## config.mk

```make
export PLATFORM = sky130hd
export DESIGN_NAME = mem_port_arbiter
export DESIGN_NICKNAME = d
export VERILOG_FILES = /design/src/rtl/mem_port_arbiter.sv
export SDC_FILE = /design/constraint.sdc
export NUM_CORES = 1
export LEC_CHECK = 0
export ABC_AREA = 1
export BUFFER_PORTS_ARGS = -buffer_cell sky130_fd_sc_hd__buf_2
export CELL_PAD_IN_SITES_DETAIL_PLACEMENT = 1
export CELL_PAD_IN_SITES_GLOBAL_PLACEMENT = 1
export CORE_UTILIZATION = 34
export DETAILED_ROUTE_END_ITERATION = 8
export PLACE_DENSITY_LB_ADDON = 0.1
export SLEW_MARGIN = 20
export SYNTH_ARGS = -nofsm -noshare
export SYNTH_HDL_FRONTEND = slang
export SYNTH_SLANG_ARGS = --single-unit
```

## constraint.sdc

```tcl
create_clock -name clk -period 1.3 [get_ports clk]
set_input_delay 0.195 -clock clk [delete_from_list [all_inputs] [get_ports clk]]
set_output_delay 0.195 -clock clk [all_outputs]
set_load 0.005 [all_outputs]
```

## src/rtl/mem_port_arbiter.sv

```systemverilog
// rtl/mem_port_arbiter.sv - round-robin arbiter sharing one single-port memory bus between two requesters
// Bursts are capped at MAX_BURST beats; read data is steered back by a one-entry owner tag.
module mem_port_arbiter #(
  parameter int ADDR_W    = 6,
  parameter int DATA_W    = 8,
  parameter int MAX_BURST = 4
) (
  input  logic              clk,
  input  logic              rst_n,
  input  logic              req0_valid,
  output logic              req0_ready,
  input  logic [ADDR_W-1:0] req0_addr,
  input  logic              req0_wr,
  input  logic [DATA_W-1:0] req0_wdata,
  output logic              req0_rvalid,
  output logic [DATA_W-1:0] req0_rdata,
  input  logic              req1_valid,
  output logic              req1_ready,
  input  logic [ADDR_W-1:0] req1_addr,
  input  logic              req1_wr,
  input  logic [DATA_W-1:0] req1_wdata,
  output logic              req1_rvalid,
  output logic [DATA_W-1:0] req1_rdata,
  output logic              mem_en,
  output logic              mem_wr,
  output logic [ADDR_W-1:0] mem_addr,
  output logic [DATA_W-1:0] mem_wdata,
  input  logic [DATA_W-1:0] mem_rdata
);

  localparam int CW = $clog2(MAX_BURST + 1);

  typedef enum logic [1:0] {IDLE = 2'd0, G0 = 2'd1, G1 = 2'd2} state_t;

  state_t            state;
  logic [CW-1:0]     beat_cnt;
  logic              last_grant;
  logic              mem_tag;
  logic              rd_pend;
  logic              rd_tag;
  logic [DATA_W-1:0] hold0;
  logic [DATA_W-1:0] hold1;

  logic              owner;
  logic              own_valid;
  logic              own_wr;
  logic [ADDR_W-1:0] own_addr;
  logic [DATA_W-1:0] own_wdata;
  logic              accept;
  logic              burst_done;
  logic              rearb;
  logic              arb_any;
  logic              arb_win;

  assign req0_ready = (state == G0);
  assign req1_ready = (state == G1);

  assign owner      = (state == G1);
  assign own_valid  = owner ? req1_valid : req0_valid;
  assign own_wr     = owner ? req1_wr    : req0_wr;
  assign own_addr   = owner ? req1_addr  : req0_addr;
  assign own_wdata  = owner ? req1_wdata : req0_wdata;

  assign accept     = (state != IDLE) && own_valid;
  assign burst_done = accept && (beat_cnt == CW'(MAX_BURST - 1));
  assign rearb      = (state == IDLE) || !own_valid || burst_done;

  // While granted, last_grant equals the owner, so idle arbitration and
  // release arbitration share one rule: prefer the requester that did not win last.
  assign arb_any    = req0_valid | req1_valid;
  assign arb_win    = last_grant ? !req0_valid : req1_valid;

  always_ff @(posedge clk or negedge rst_n) begin
    if (!rst_n) begin
      state      <= IDLE;
      beat_cnt   <= '0;
      last_grant <= 1'b1;
      mem_en     <= 1'b0;
      mem_wr     <= 1'b0;
      mem_addr   <= '0;
      mem_wdata  <= '0;
      mem_tag    <= 1'b0;
      rd_pend    <= 1'b0;
      rd_tag     <= 1'b0;
      hold0      <= '0;
      hold1      <= '0;
    end else begin
      if (rearb) begin
        beat_cnt <= '0;
        if (arb_any) begin
          state      <= arb_win ? G1 : G0;
          last_grant <= arb_win;
        end else begin
          state <= IDLE;
        end
      end else begin
        beat_cnt <= beat_cnt + CW'(1);
      end

      mem_en <= accept;
      mem_wr <= accept && own_wr;
      if (accept) begin
        mem_addr  <= own_addr;
        mem_wdata <= own_wdata;
        mem_tag   <= owner;
      end

      // Tag follows the access one cycle so it lines up with mem_rdata.
      rd_pend <= mem_en && !mem_wr;
      rd_tag  <= mem_tag;
      if (req0_rvalid) hold0 <= mem_rdata;
      if (req1_rvalid) hold1 <= mem_rdata;
    end
  end

  assign req0_rvalid = rd_pend && !rd_tag;
  assign req1_rvalid = rd_pend &&  rd_tag;
  assign req0_rdata  = req0_rvalid ? mem_rdata : hold0;
  assign req1_rdata  = req1_rvalid ? mem_rdata : hold1;

endmodule

```

==> results of run 1 <==
## worst paths after layout
kind / start / end / slack (ns) / cells after the start
max: rd_tag / req0_rdata[0] / -0.24 / 4
min: req0_addr[5] / mem_addr[5] / 0.14 / 3
max reg2reg: beat_cnt[0] / state[0] / 0.07 / 6
min reg2reg: mem_tag / rd_tag / 0.39 / 0
max in group asynchronous: rst_n / state[1] / 0.51 / 3
min in group asynchronous: rst_n / hold1[5] / 0.32 / 2
## layer usage
layer,track usage (%),vias up
met3,5.16,6
li1,-,782
met1,23.9,742
met4,5.56,0
met5,0,-
met2,26.2,46
## placed cells by master (no fill, tap or decap)
master                           n
sky130_fd_sc_hd__o21ai_1        15
sky130_fd_sc_hd__nand2_8         1
sky130_fd_sc_hd__nand2_4         2
sky130_fd_sc_hd__o211ai_2        9
sky130_fd_sc_hd__dlygate4sd3_1   1
sky130_fd_sc_hd__inv_2           2
sky130_fd_sc_hd__buf_2          76
sky130_fd_sc_hd__clkinv_2        2
sky130_fd_sc_hd__or2_2           6
sky130_fd_sc_hd__clkbuf_8        5
sky130_fd_sc_hd__dfstp_2         1
sky130_fd_sc_hd__or2_0           7
sky130_fd_sc_hd__o21a_1          1
sky130_fd_sc_hd__dfrtp_1        39
sky130_fd_sc_hd__buf_4           8
sky130_fd_sc_hd__inv_8           1
sky130_fd_sc_hd__nand3_1        15
sky130_fd_sc_hd__o21ai_2         1
sky130_fd_sc_hd__nor2_1          5
sky130_fd_sc_hd__or2_1           2
sky130_fd_sc_hd__buf_12          2
sky130_fd_sc_hd__dfrtp_2         1
sky130_fd_sc_hd__o21ai_0         1
sky130_fd_sc_hd__nand2_1        34
sky130_fd_sc_hd__inv_1          16
sky130_fd_sc_hd__nand3_4         1
sky130_fd_sc_hd__o211ai_1        5
sky130_fd_sc_hd__ha_1            2
sky130_fd_sc_hd__nand2_2        10
sky130_fd_sc_hd__a21oi_1         1
sky130_fd_sc_hd__buf_6           2
sky130_fd_sc_hd__clkbuf_1        1
sky130_fd_sc_hd__nor2_2          1
## through the flow
| stage | util [%] | cells | setup slack (ns) | total power, mW | cell area (um2) |
|---|---|---|---|---|---|
| floorplan | - | 186 | 0.0901 | 3.62 | 1840 |
| global placement | 45.3 | 333 | -0.0292 | 4.61 | 2340 |
| detailed placement | 45.3 | 333 | -0.0892 | 4.69 | 2340 |
| CTS | 47.8 | 345 | -0.253 | 5.68 | 2470 |
| global route | 48.5 | 346 | -0.372 | 6.20 | 2510 |
| finish | 48.5 | 346 | -0.240 | 5.68 | 2510 |
## where the power goes
group	total [mW]	switching [mW]	leakage (nW)	internal, mW
registers	2.18	0.287	0.506	1.89
clock network	0.804	0.431	0.0450	0.372
logic	2.69	1.48	0.786	1.22
## critical path, stage by stage (launching register included)
cell                      delay (ns)
sky130_fd_sc_hd__dfrtp_1        0.39
sky130_fd_sc_hd__nor2_1         0.17
sky130_fd_sc_hd__inv_2          0.15
sky130_fd_sc_hd__o21ai_1        0.20
sky130_fd_sc_hd__buf_2          0.14
## sequential cells by signal (all words and copies together) (netlist names)
name / count
rd_pend: 1
hold1: 8
mem_wr: 1
mem_en: 1
mem_addr: 6
last_grant: 1
mem_tag: 1
beat_cnt: 3
rd_tag: 1
mem_wdata: 8
hold0: 8
state: 2
## kinds of logic (layout without fill, tap and decap cells)
family	after synthesis	after routing	share of synthesized area (%)
buffers and inverters	26	116	6.65
and+or+nand+nor	84	84	22.8
adders and majority gates	2	2	1.36
AOI/OAI and AO/OA	33	33	13.4
DFF	41	41	55.7
## synth_stat cells, drive strengths merged
cell    number  area share (%)
o211ai      14             8.1
buf          5             2.4
inv         19             3.9
or2         15             5.1
o21ai       17             4.6
nor2         6             1.2
ha           2             1.4
nand3       16             5.0
a21oi        1            0.27
o21a         1            0.41
nand2       47              11
clkbuf       2            0.41
dfstp        1             1.4
dfrtp       40              54
## area by class of cell
cell class              instances  share of cell area, %
clock buffers                   6                   2.89
inverters                      19                   3.14
clock inverters                 2                  0.399
well taps                      70                   3.49
flip-flops and latches         41                   41.0
multi-input cells             119                   28.7
repair buffers                 89                   20.4
## what timing repair did
action	in CTS	in global routing
endpoints found under the hold margin	10	0
hold buffers	1	0
setup endpoints to repair	18	27
pin swaps	1	1
gates resized for setup	23	6
setup buffers	3	1
==> run summary, run 1 <==
Run status -> finished, violations left
Violated checks -> setup timing
Avg Synthesized Cell Area -> 9.91 um2
Total via count after detailed routing -> 1576
Placed wire-length estimate after detailed placement -> 3390 um
Max Root-Sink Buffers -> 2
P_leak -> 1.34 nW
Proportion of synthesized chip area in sequential cells -> 55.7%
Sequential cell area -> 1030 um2
Fraction of final layout cells sized beyond drive strength 1 -> 47.5%
PnR worst setup slack -> -0.240 ns
Fillers -> 627
Weighted congestion at the end of routability-driven global placement -> 0.733
Count of endpoints failing hold in the final timing report -> 0
Detailed route wirelength on metal2 -> 2020 um
Pins over their slew limit -> 0
Initial antenna violation count -> 0
Ratio of total power to cell area -> 2260 nW/um2
Antenna Diode Count -> 0
Crit path arrival time -> 1.34 ns
Pin count of the biggest net entering global routing -> 21
Routed vias/inst -> 4.55
Placeable core area -> 5170 um2
Least-Margin Pin Slew -> 0.319 ns
Number of violations reported at the end of detailed-routing iteration 0 -> 76
Post-Synthesis Net Count -> 230
Total length of routed met3 wires -> 259 um
Wire per inst -> 13.0 um
Skew-Pair Late Insertion Delay -> 0.29 ns
Cell area after synthesis -> 1840 um2
Post-layout minimum cycle time -> 1.54 ns
Type of the setup path with the least slack -> reg2out
Die footprint -> 5720 um2
Number of sinks handled by clock tree synthesis -> 41
Overall overflow remaining after global route -> 0
TritonCTS Buffers -> 5
Quantity of I/O buffers inserted on ports -> 77
Cell variety after synth -> 22
Row count -> 26
Critical path endpoint category -> output pin
Setup TNS -> -3.14 ns
Die Width -> 75.6 um
Layout net count -> 319
Routed Wire Length -> 4510 um
Hold slack -> 0.145 ns
Height of the die -> 75.6 um
Routed met1 length -> 2180 um
Final worst path period share -> 118%
Boundary Pins -> 78
Normalized max-slew margin -> 78.7%
FF+latch count, synth -> 41
Clock-pin slew on the worst setup and hold paths -> 0.08 ns
Cell chosen for the clock root -> sky130_fd_sc_hd__clkbuf_8
Total Routing Usage GR -> 17.3%
Post-route DRC violation count -> 0
Number of warnings printed during yosys synthesis -> 0
Unrepaired setup endpoints after global routing -> yes
Vias in the first global route -> 1500
First-pass GRT wire length -> 7200 um
Endpoints failing setup -> 17
Starting Density -> 35.6%
Data required time at the worst endpoint -> 1.11 ns
Kind of path behind the tightest hold check -> in2reg
Maximum vdd ir drop -> 0.821 mV
Remaining antenna violation count after routing -> 0
CTS tree -> done
Area taken by multi-input logic gates -> 721 um2
Peak clock frequency supported by timing -> 649 MHz
Depth of the CTS H-tree -> 2
Detailed Routing Iterations Pass 1 -> 4
Uppermost layer routed -> met4
Crit path max fanout -> 16
Layout overhead on the synthesized area -> 36.3%
Reported max-cap violation count -> 0
Clock skew after layout -> 0.00422 ns
Kind of start point of the critical path -> flop
Syn Inst Count -> 186
Note: power is estimated with default switching activity, not from simulation.
==> inputs of run 2 (changes only) <==
--- a/config.mk
+++ b/config.mk
@@ -5,11 +5,10 @@
 export SDC_FILE = /design/constraint.sdc
 export NUM_CORES = 1
 export LEC_CHECK = 0
-export ABC_AREA = 1
 export BUFFER_PORTS_ARGS = -buffer_cell sky130_fd_sc_hd__buf_2
 export CELL_PAD_IN_SITES_DETAIL_PLACEMENT = 1
 export CELL_PAD_IN_SITES_GLOBAL_PLACEMENT = 1
-export CORE_UTILIZATION = 34
+export CORE_UTILIZATION = 37
 export DETAILED_ROUTE_END_ITERATION = 8
 export PLACE_DENSITY_LB_ADDON = 0.1
 export SLEW_MARGIN = 20
==> run summary, run 2 <==
Library cell appearing most often on the critical path -> sky130_fd_sc_hd__buf_6
Top-count cell post-synth -> sky130_fd_sc_hd__dfrtp_1
Series of cell instances along the critical path -> nand2_2 > buf_6 > mux2_4 > buf_6
Reported max-cap violation count -> 0 (unchanged)
Avg Synthesized Cell Area -> 15.0 um2 (+51%)
Type of the setup path with the least slack -> reg2out
Number of violations reported at the end of detailed-routing iteration 0 -> 35 (-54%)
Row count -> 25 (-3.8%)
CTS tree -> done
Largest area contributor in the synthesized netlist -> sky130_fd_sc_hd__dfrtp_1
Met2 track demand over resource -> 36.4% (+10 points)
Initial antenna violation count -> 0 (unchanged)
Largest registers -> hold0 (8), hold1 (8), mem_wdata (8)
Height of the die -> 72.3 um (-4.4%)
Place WS -> -0.219 ns (-0.130 ns)
Count of endpoints failing hold in the final timing report -> 0 (unchanged)
Die footprint -> 5220 um2 (-8.7%)
Layout net count -> 279 (-13%)
Remaining antenna violation count after routing -> 0 (unchanged)
Syn Inst Count -> 122 (-34%)
Category of cells accounting for the largest share of critical-path delay -> flip-flops
Unrepaired setup endpoints after global routing -> yes
Most used cells in the layout excluding fill and tap cells -> 59 x sky130_fd_sc_hd__buf_2, 41 x sky130_fd_sc_hd__mux2_4, 39 x sky130_fd_sc_hd__dfrtp_1
Most used routing layer -> met2
Starting Density -> 38.7% (+3.0 points)
Antenna Diode Count -> 0 (unchanged)
Cell chosen for the clock root -> sky130_fd_sc_hd__clkbuf_8
PnR worst setup slack -> -0.317 ns (-0.0771 ns)
Slowest stage delay, CP -> 0.42 ns (+0.03 ns)
Commonest cells in the synthesized netlist -> 40 x sky130_fd_sc_hd__dfrtp_1, 35 x sky130_fd_sc_hd__mux2_2, 9 x sky130_fd_sc_hd__mux2_4
Number of synthesized flops with an enable pin -> 0 (unchanged)
Weighted congestion at the end of routability-driven global placement -> 0.705 (-3.7%)
Max Root-Sink Buffers -> 2 (unchanged)
Least-Margin Pin Slew -> 0.311 ns (-0.00867 ns)
Wire per inst -> 18.5 um (+42%)
Total via count after detailed routing -> 1445 (-8.3%)
Pins over their slew limit -> 0 (unchanged)
Number of sinks handled by clock tree synthesis -> 41 (unchanged)
Cell area after synthesis -> 1830 um2 (-0.88%)
Area share of the largest cell type after synthesis -> 54.8% (+0.48 points)
Post-Synthesis Net Count -> 166 (-28%)
Final worst path period share -> 124% (+5.9 points)
Pin count of the biggest net entering global routing -> 42 (+100%)
First-pass GRT wire length -> 8160 um (+13%)
Clock-pin slew on the worst setup and hold paths -> 0.08 ns (about the same)
Clock skew after layout -> 0.00435 ns (+0.000135 ns)
Cell types with the largest area share after synthesis -> sky130_fd_sc_hd__dfrtp_1 55%, sky130_fd_sc_hd__mux2_2 22%, sky130_fd_sc_hd__mux2_4 7.4%
Run status -> finished, violations left
Maximum vdd ir drop -> 0.792 mV (-3.5%)
Kind of start point of the critical path -> flop
Proportion of synthesized chip area in sequential cells -> 56.2% (+0.50 points)
Top flip-flop cell by instance count after synthesis -> sky130_fd_sc_hd__dfrtp_1
Fraction of final layout cells sized beyond drive strength 1 -> 75.8% (+28 points)
Overall overflow remaining after global route -> 0 (unchanged)
Post-synthesis async set-or-reset flop share -> 100% (unchanged)
Crit path max fanout -> 5 (-11)
Peak clock frequency supported by timing -> 618 MHz (-4.8%)
Worst path bufs/invs -> 2 (unchanged)
Ratio of total power to cell area -> 1830 nW/um2 (-19%)
Fillers -> 476 (-24%)
Number of warnings printed during yosys synthesis -> 0 (unchanged)
Data required time at the worst endpoint -> 1.11 ns (about the same)
Post-layout minimum cycle time -> 1.62 ns (+0.0771 ns)
TritonCTS Buffers -> 5 (unchanged)
P_leak -> 1.56 nW (+17%)
Violated checks -> setup timing
Vias in the first global route -> 1531 (+2.1%)
Met1 Usage GRT -> 27.3% (+3.3 points)
Placeable core area -> 4720 um2 (-8.7%)
Cell variety after synth -> 25 (+14%)
Critical path endpoint category -> output pin
Detailed Routing Iterations Pass 1 -> 4 (unchanged)
Skew-Pair Late Insertion Delay -> 0.30 ns (about the same)
Most common library cell in the layout ignoring fill and taps -> sky130_fd_sc_hd__buf_2
Die Width -> 72.3 um (-4.4%)
Depth of the CTS H-tree -> 2 (unchanged)
Kind of path behind the tightest hold check -> in2reg
Boundary Pins -> 78 (unchanged)
Quantity of I/O buffers inserted on ports -> 77 (unchanged)
Routed Wire Length -> 5590 um (+24%)
Endpoints failing setup -> 37 (+20)
Met3 GRT Util -> 5.69% (+0.54 points)
Final Total Pwr -> 5.50 mW (-3.1%)
Placed wire-length estimate after detailed placement -> 3200 um (-5.5%)
Normalized max-slew margin -> 79.3% (+0.58 points)
FF+latch count, synth -> 41 (unchanged)
Routed vias/inst -> 4.77 (+4.7%)
Post-route DRC violation count -> 0 (unchanged)
Layout overhead on the synthesized area -> 64.2%
Total Routing Usage GR -> 21.6% (+4.3 points)
Crit path arrival time -> 1.42 ns (+0.08 ns)
Worst path slowest cell -> sky130_fd_sc_hd__dfrtp_1
==> run 2: cell count changes in the layout (fill, tap and decap cells not counted), moves of 6 or more <==
| cell | delta |
|---|---|
| sky130_fd_sc_hd__buf_2 | -17 |
| sky130_fd_sc_hd__buf_4 | +8 |
| sky130_fd_sc_hd__buf_6 | +28 |
| sky130_fd_sc_hd__inv_1 | -13 |
| sky130_fd_sc_hd__mux2_4 | +41 |
| sky130_fd_sc_hd__nand2_1 | -34 |
| sky130_fd_sc_hd__nand2_2 | -9 |
| sky130_fd_sc_hd__nand3_1 | -15 |
| sky130_fd_sc_hd__o211ai_2 | -9 |
| sky130_fd_sc_hd__o21ai_1 | -15 |
| sky130_fd_sc_hd__or2_0 | -7 |
| sky130_fd_sc_hd__or2_2 | -6 |
==> run 2: cells by family after synthesis <==
family / after synthesis / share of synthesized area, %
DFF: 41 / 56.2
muxes: 45 / 29.5
adders and majority gates: 2 / 1.37
and+or+nand+nor: 15 / 4.79
AOI/OAI and AO/OA: 10 / 4.38
buffers and inverters: 9 / 3.70
==> run 2: worst reg2reg max path: cells and delay by family, from the launching register on <==
family                 cells  cell delay [ns]
DFF                        1             0.43
muxes                      2             0.57
and+or+nand+nor            1             0.21
buffers and inverters      1             0.18
==> run 2: final cells by class <==
cell class | count | area, um2 | area share (%)
clock buffers | 7 | 96.3 | 3.21
flip-flops and latches | 41 | 1030 | 34.3
multi-input cells | 72 | 937 | 31.2
well taps | 67 | 83.8 | 2.80
clock inverters | 1 | 5.00 | 0.167
repair inverters | 1 | 6.26 | 0.209
inverters | 5 | 23.8 | 0.793
repair buffers | 109 | 818 | 27.3
==> run 2: final timing paths <==
check,cells after the start,slack [ns],startpoint,to
max reg2reg,4,-0.21,state[0],mem_addr[0]
min in group asynchronous,3,0.41,rst_n,hold0[2]
max in group asynchronous,3,0.62,rst_n,last_grant
min,2,0.17,mem_rdata[7],hold1[7]
max,4,-0.32,rd_pend,req1_rdata[4]
min reg2reg,0,0.39,mem_tag,rd_tag
==> run 2: routing by layer <==
metal / part of all wire [%] / routed length (um)
met1: 41 / 2310
met2: 53 / 2970
met3: 4.6 / 260
met4: 0.95 / 53
met5: 0 / 0
==> run 2: timing repair <==
item	in CTS	in global routing
setup buffers	15	7
pin swaps	3	3
hold endpoints to repair	40	0
cloned	3	0
setup endpoints to repair	35	42
hold buffers	1	0
resized for setup	61	15
==> run 2: metrics by stage <==
step	util, %	cell area [um2]	hold WS (ns)	setup TNS [ns]	cells
2_1_floorplan	-	1870	-0.101	-2.44	122
3_3_place_gp	50.7	2390	0.181	-2.01	273
3_5_place_dp	50.7	2390	0.185	-2.83	273
4_1_cts	62.4	2950	0.158	-7.95	299
5_1_grt	63.5	3000	0.156	-9.46	303
6_report	63.5	3000	0.170	-7.60	303
==> run 2: power by group <==
| part | switching [mW] | leakage, nW | internal, mW |
|---|---|---|---|
| Clock | 0.459 | 0.0542 | 0.480 |
| Combinational | 0.893 | 1.02 | 1.73 |
| Sequential | 0.215 | 0.487 | 1.72 |
| Total | 1.57 | 1.56 | 3.94 |
==> inputs of run 3 (changes only) <==
--- a/config.mk
+++ b/config.mk
@@ -11,6 +11,7 @@
 export CORE_UTILIZATION = 37
 export DETAILED_ROUTE_END_ITERATION = 8
 export PLACE_DENSITY_LB_ADDON = 0.1
+export SETUP_SLACK_MARGIN = 0.2
 export SLEW_MARGIN = 20
 export SYNTH_ARGS = -nofsm -noshare
 export SYNTH_HDL_FRONTEND = slang
==> run summary, run 3 (synthesis gave the netlist of run 2 again) <==
Type of the setup path with the least slack -> reg2out
Data required time at the worst endpoint -> 1.11 ns (about the same)
Quantity of I/O buffers inserted on ports -> 77 (unchanged)
Starting Density -> 38.7% (unchanged)
Initial antenna violation count -> 0 (unchanged)
Post-layout minimum cycle time -> 1.63 ns (+0.0147 ns)
Vias in the first global route -> 1549 (+1.2%)
Peak clock frequency supported by timing -> 613 MHz (-0.90%)
Placeable core area -> 4720 um2 (unchanged)
Antenna Diode Count -> 0 (unchanged)
Crit path max fanout -> 6 (+1)
Clock-pin slew on the worst setup and hold paths -> 0.08 ns (about the same)
Pins over their slew limit -> 0 (unchanged)
Total Routing Usage GR -> 20.7% (-0.88 points)
Routed Wire Length -> 5180 um (-7.4%)
Layout net count -> 277 (-0.72%)
Kind of path behind the tightest hold check -> in2reg
Reported max-cap violation count -> 0 (unchanged)
Setup TNS -> -9.88 ns (-2.28 ns)
Cell chosen for the clock root -> sky130_fd_sc_hd__clkbuf_8
Place WS -> -0.212 ns (+0.00631 ns)
Count of endpoints failing hold in the final timing report -> 0 (unchanged)
Overall overflow remaining after global route -> 0 (unchanged)
Die Width -> 72.3 um (unchanged)
Most common library cell in the layout ignoring fill and taps -> sky130_fd_sc_hd__buf_2
Depth of the CTS H-tree -> 2 (unchanged)
Least-Margin Pin Slew -> 0.303 ns (-0.00737 ns)
Run status -> finished, violations left
Routed vias/inst -> 4.73 (-0.73%)
Crit path arrival time -> 1.44 ns (+0.02 ns)
PnR worst setup slack -> -0.332 ns (-0.0147 ns)
Height of the die -> 72.3 um (unchanged)
Number of sinks handled by clock tree synthesis -> 41 (unchanged)
Placed wire-length estimate after detailed placement -> 3180 um (-0.74%)
Critical path endpoint category -> output pin
Kind of start point of the critical path -> flop
Unrepaired setup endpoints after global routing -> yes
Weighted congestion at the end of routability-driven global placement -> 0.657 (-6.8%)
Hold-critical path depth -> 3 (+1)
Layout overhead on the synthesized area -> 66.4%
Pin count of the biggest net entering global routing -> 31 (-26%)
Number of violations reported at the end of detailed-routing iteration 0 -> 19 (-46%)
Violated checks -> setup timing
Largest registers -> hold0 (8), hold1 (8), mem_wdata (8)
Endpoints failing setup -> 43 (+16%)
Detailed Routing Iterations Pass 1 -> 2 (-2)
CTS tree -> done
Most used cells in the layout excluding fill and tap cells -> 65 x sky130_fd_sc_hd__buf_2, 40 x sky130_fd_sc_hd__mux2_4, 38 x sky130_fd_sc_hd__dfrtp_1
Ratio of total power to cell area -> 1760 nW/um2 (-4.1%)
Normalized max-slew margin -> 79.8% (+0.49 points)
Total via count after detailed routing -> 1425 (-1.4%)
First-pass GRT wire length -> 8010 um (-1.9%)
Clock skew after layout -> 0.00577 ns (+0.00141 ns)
Maximum vdd ir drop -> 0.712 mV (-10%)
Final worst path period share -> 126% (+1.1 points)
Post-route DRC violation count -> 0 (unchanged)
Wire per inst -> 17.2 um (-6.8%)
Die footprint -> 5220 um2 (unchanged)
Skew-Pair Late Insertion Delay -> 0.29 ns (about the same)
Row count -> 25 (unchanged)
Fraction of final layout cells sized beyond drive strength 1 -> 77.4% (+1.5 points)
Boundary Pins -> 78 (unchanged)
P_leak -> 1.56 nW (about the same)
Remaining antenna violation count after routing -> 0 (unchanged)
Max Root-Sink Buffers -> 2 (unchanged)
TritonCTS Buffers -> 5 (unchanged)
Path depth of the worst reg2reg path -> 5 (+1)
## run 3: changes by cell type in the layout (fill, tap and decap cells not counted), sizes merged
cell	before	now
buf	108	106
bufinv	0	1
clkinv	1	0
## run 3: per-layer routing
| metal | vias to the layer above | GRT usage, % | share of wire (%) |
|---|---|---|---|
| met2 | 43 | 38.5 | 57 |
| li1 | 648 | - | - |
| met5 | - | 0 | 0 |
| met3 | 7 | 4.58 | 3.6 |
| met1 | 727 | 23.7 | 38 |
| met4 | 0 | 6.10 | 1.1 |
## run 3: per-stage QoR
step           hold slack, ns  util, %  instances  total power [mW]  cell area [um2]
3_3_place_gp           0.0879     50.7        271              3.34             2390
4_1_cts                 0.158     61.2        295              5.14             2890
5_1_grt                 0.150     64.3        301              5.64             3040
3_5_place_dp           0.0926     50.7        271              3.45             2390
6_report                0.159     64.3        301              5.35             3040
2_1_floorplan          -0.101        -        122              2.75             1890
## run 3: timing repair
action                                  4_1_cts  5_1_grt
hold buffers                                  1        0
pin swaps                                     6        5
endpoints found under the setup margin       57       57
gates resized for setup                      52       26
cloned                                        2        0
endpoints found under the hold margin        11        0
setup buffers                                13        6
## run 3: power breakdown
| part | switching, mW | internal, mW | leakage (nW) |
|---|---|---|---|
| clock | 0.426 | 0.626 | 0.0585 |
| sequential | 0.223 | 1.73 | 0.486 |
| combinational | 0.818 | 1.53 | 1.02 |
## run 3: worst max-delay path, cell delays in order (launching register included)
cell and delay [ns]:
sky130_fd_sc_hd__dfrtp_1 0.42, sky130_fd_sc_hd__nand2b_4 0.16, sky130_fd_sc_hd__buf_6 0.14, sky130_fd_sc_hd__mux2_4 0.31
sky130_fd_sc_hd__buf_6 0.12
## run 3: layout make-up
cell class,count,area (um2)
timing repair buffer,107,825
clock inverter,1,30.0
fill,475,1680
sequential,41,1030
clock buffer,7,86.3
tap,67,83.8
timing repair inverter,1,6.26
inverter,5,23.8
multi-input combinational,72,955
## run 3: worst paths after layout
| kind | from | endpoint | slack, ns |
|---|---|---|---|
| worst max-delay path | rd_tag | req0_rdata[7] | -0.33 |
| worst min register to register | mem_tag | rd_tag | 0.42 |
| min in group asynchronous | rst_n | hold1[1] | 0.33 |
| worst min-delay path | req1_wr | mem_wr | 0.16 |
| max in group asynchronous | rst_n | last_grant | 0.45 |
| worst max register to register | state[0] | mem_wdata[0] | -0.29 |
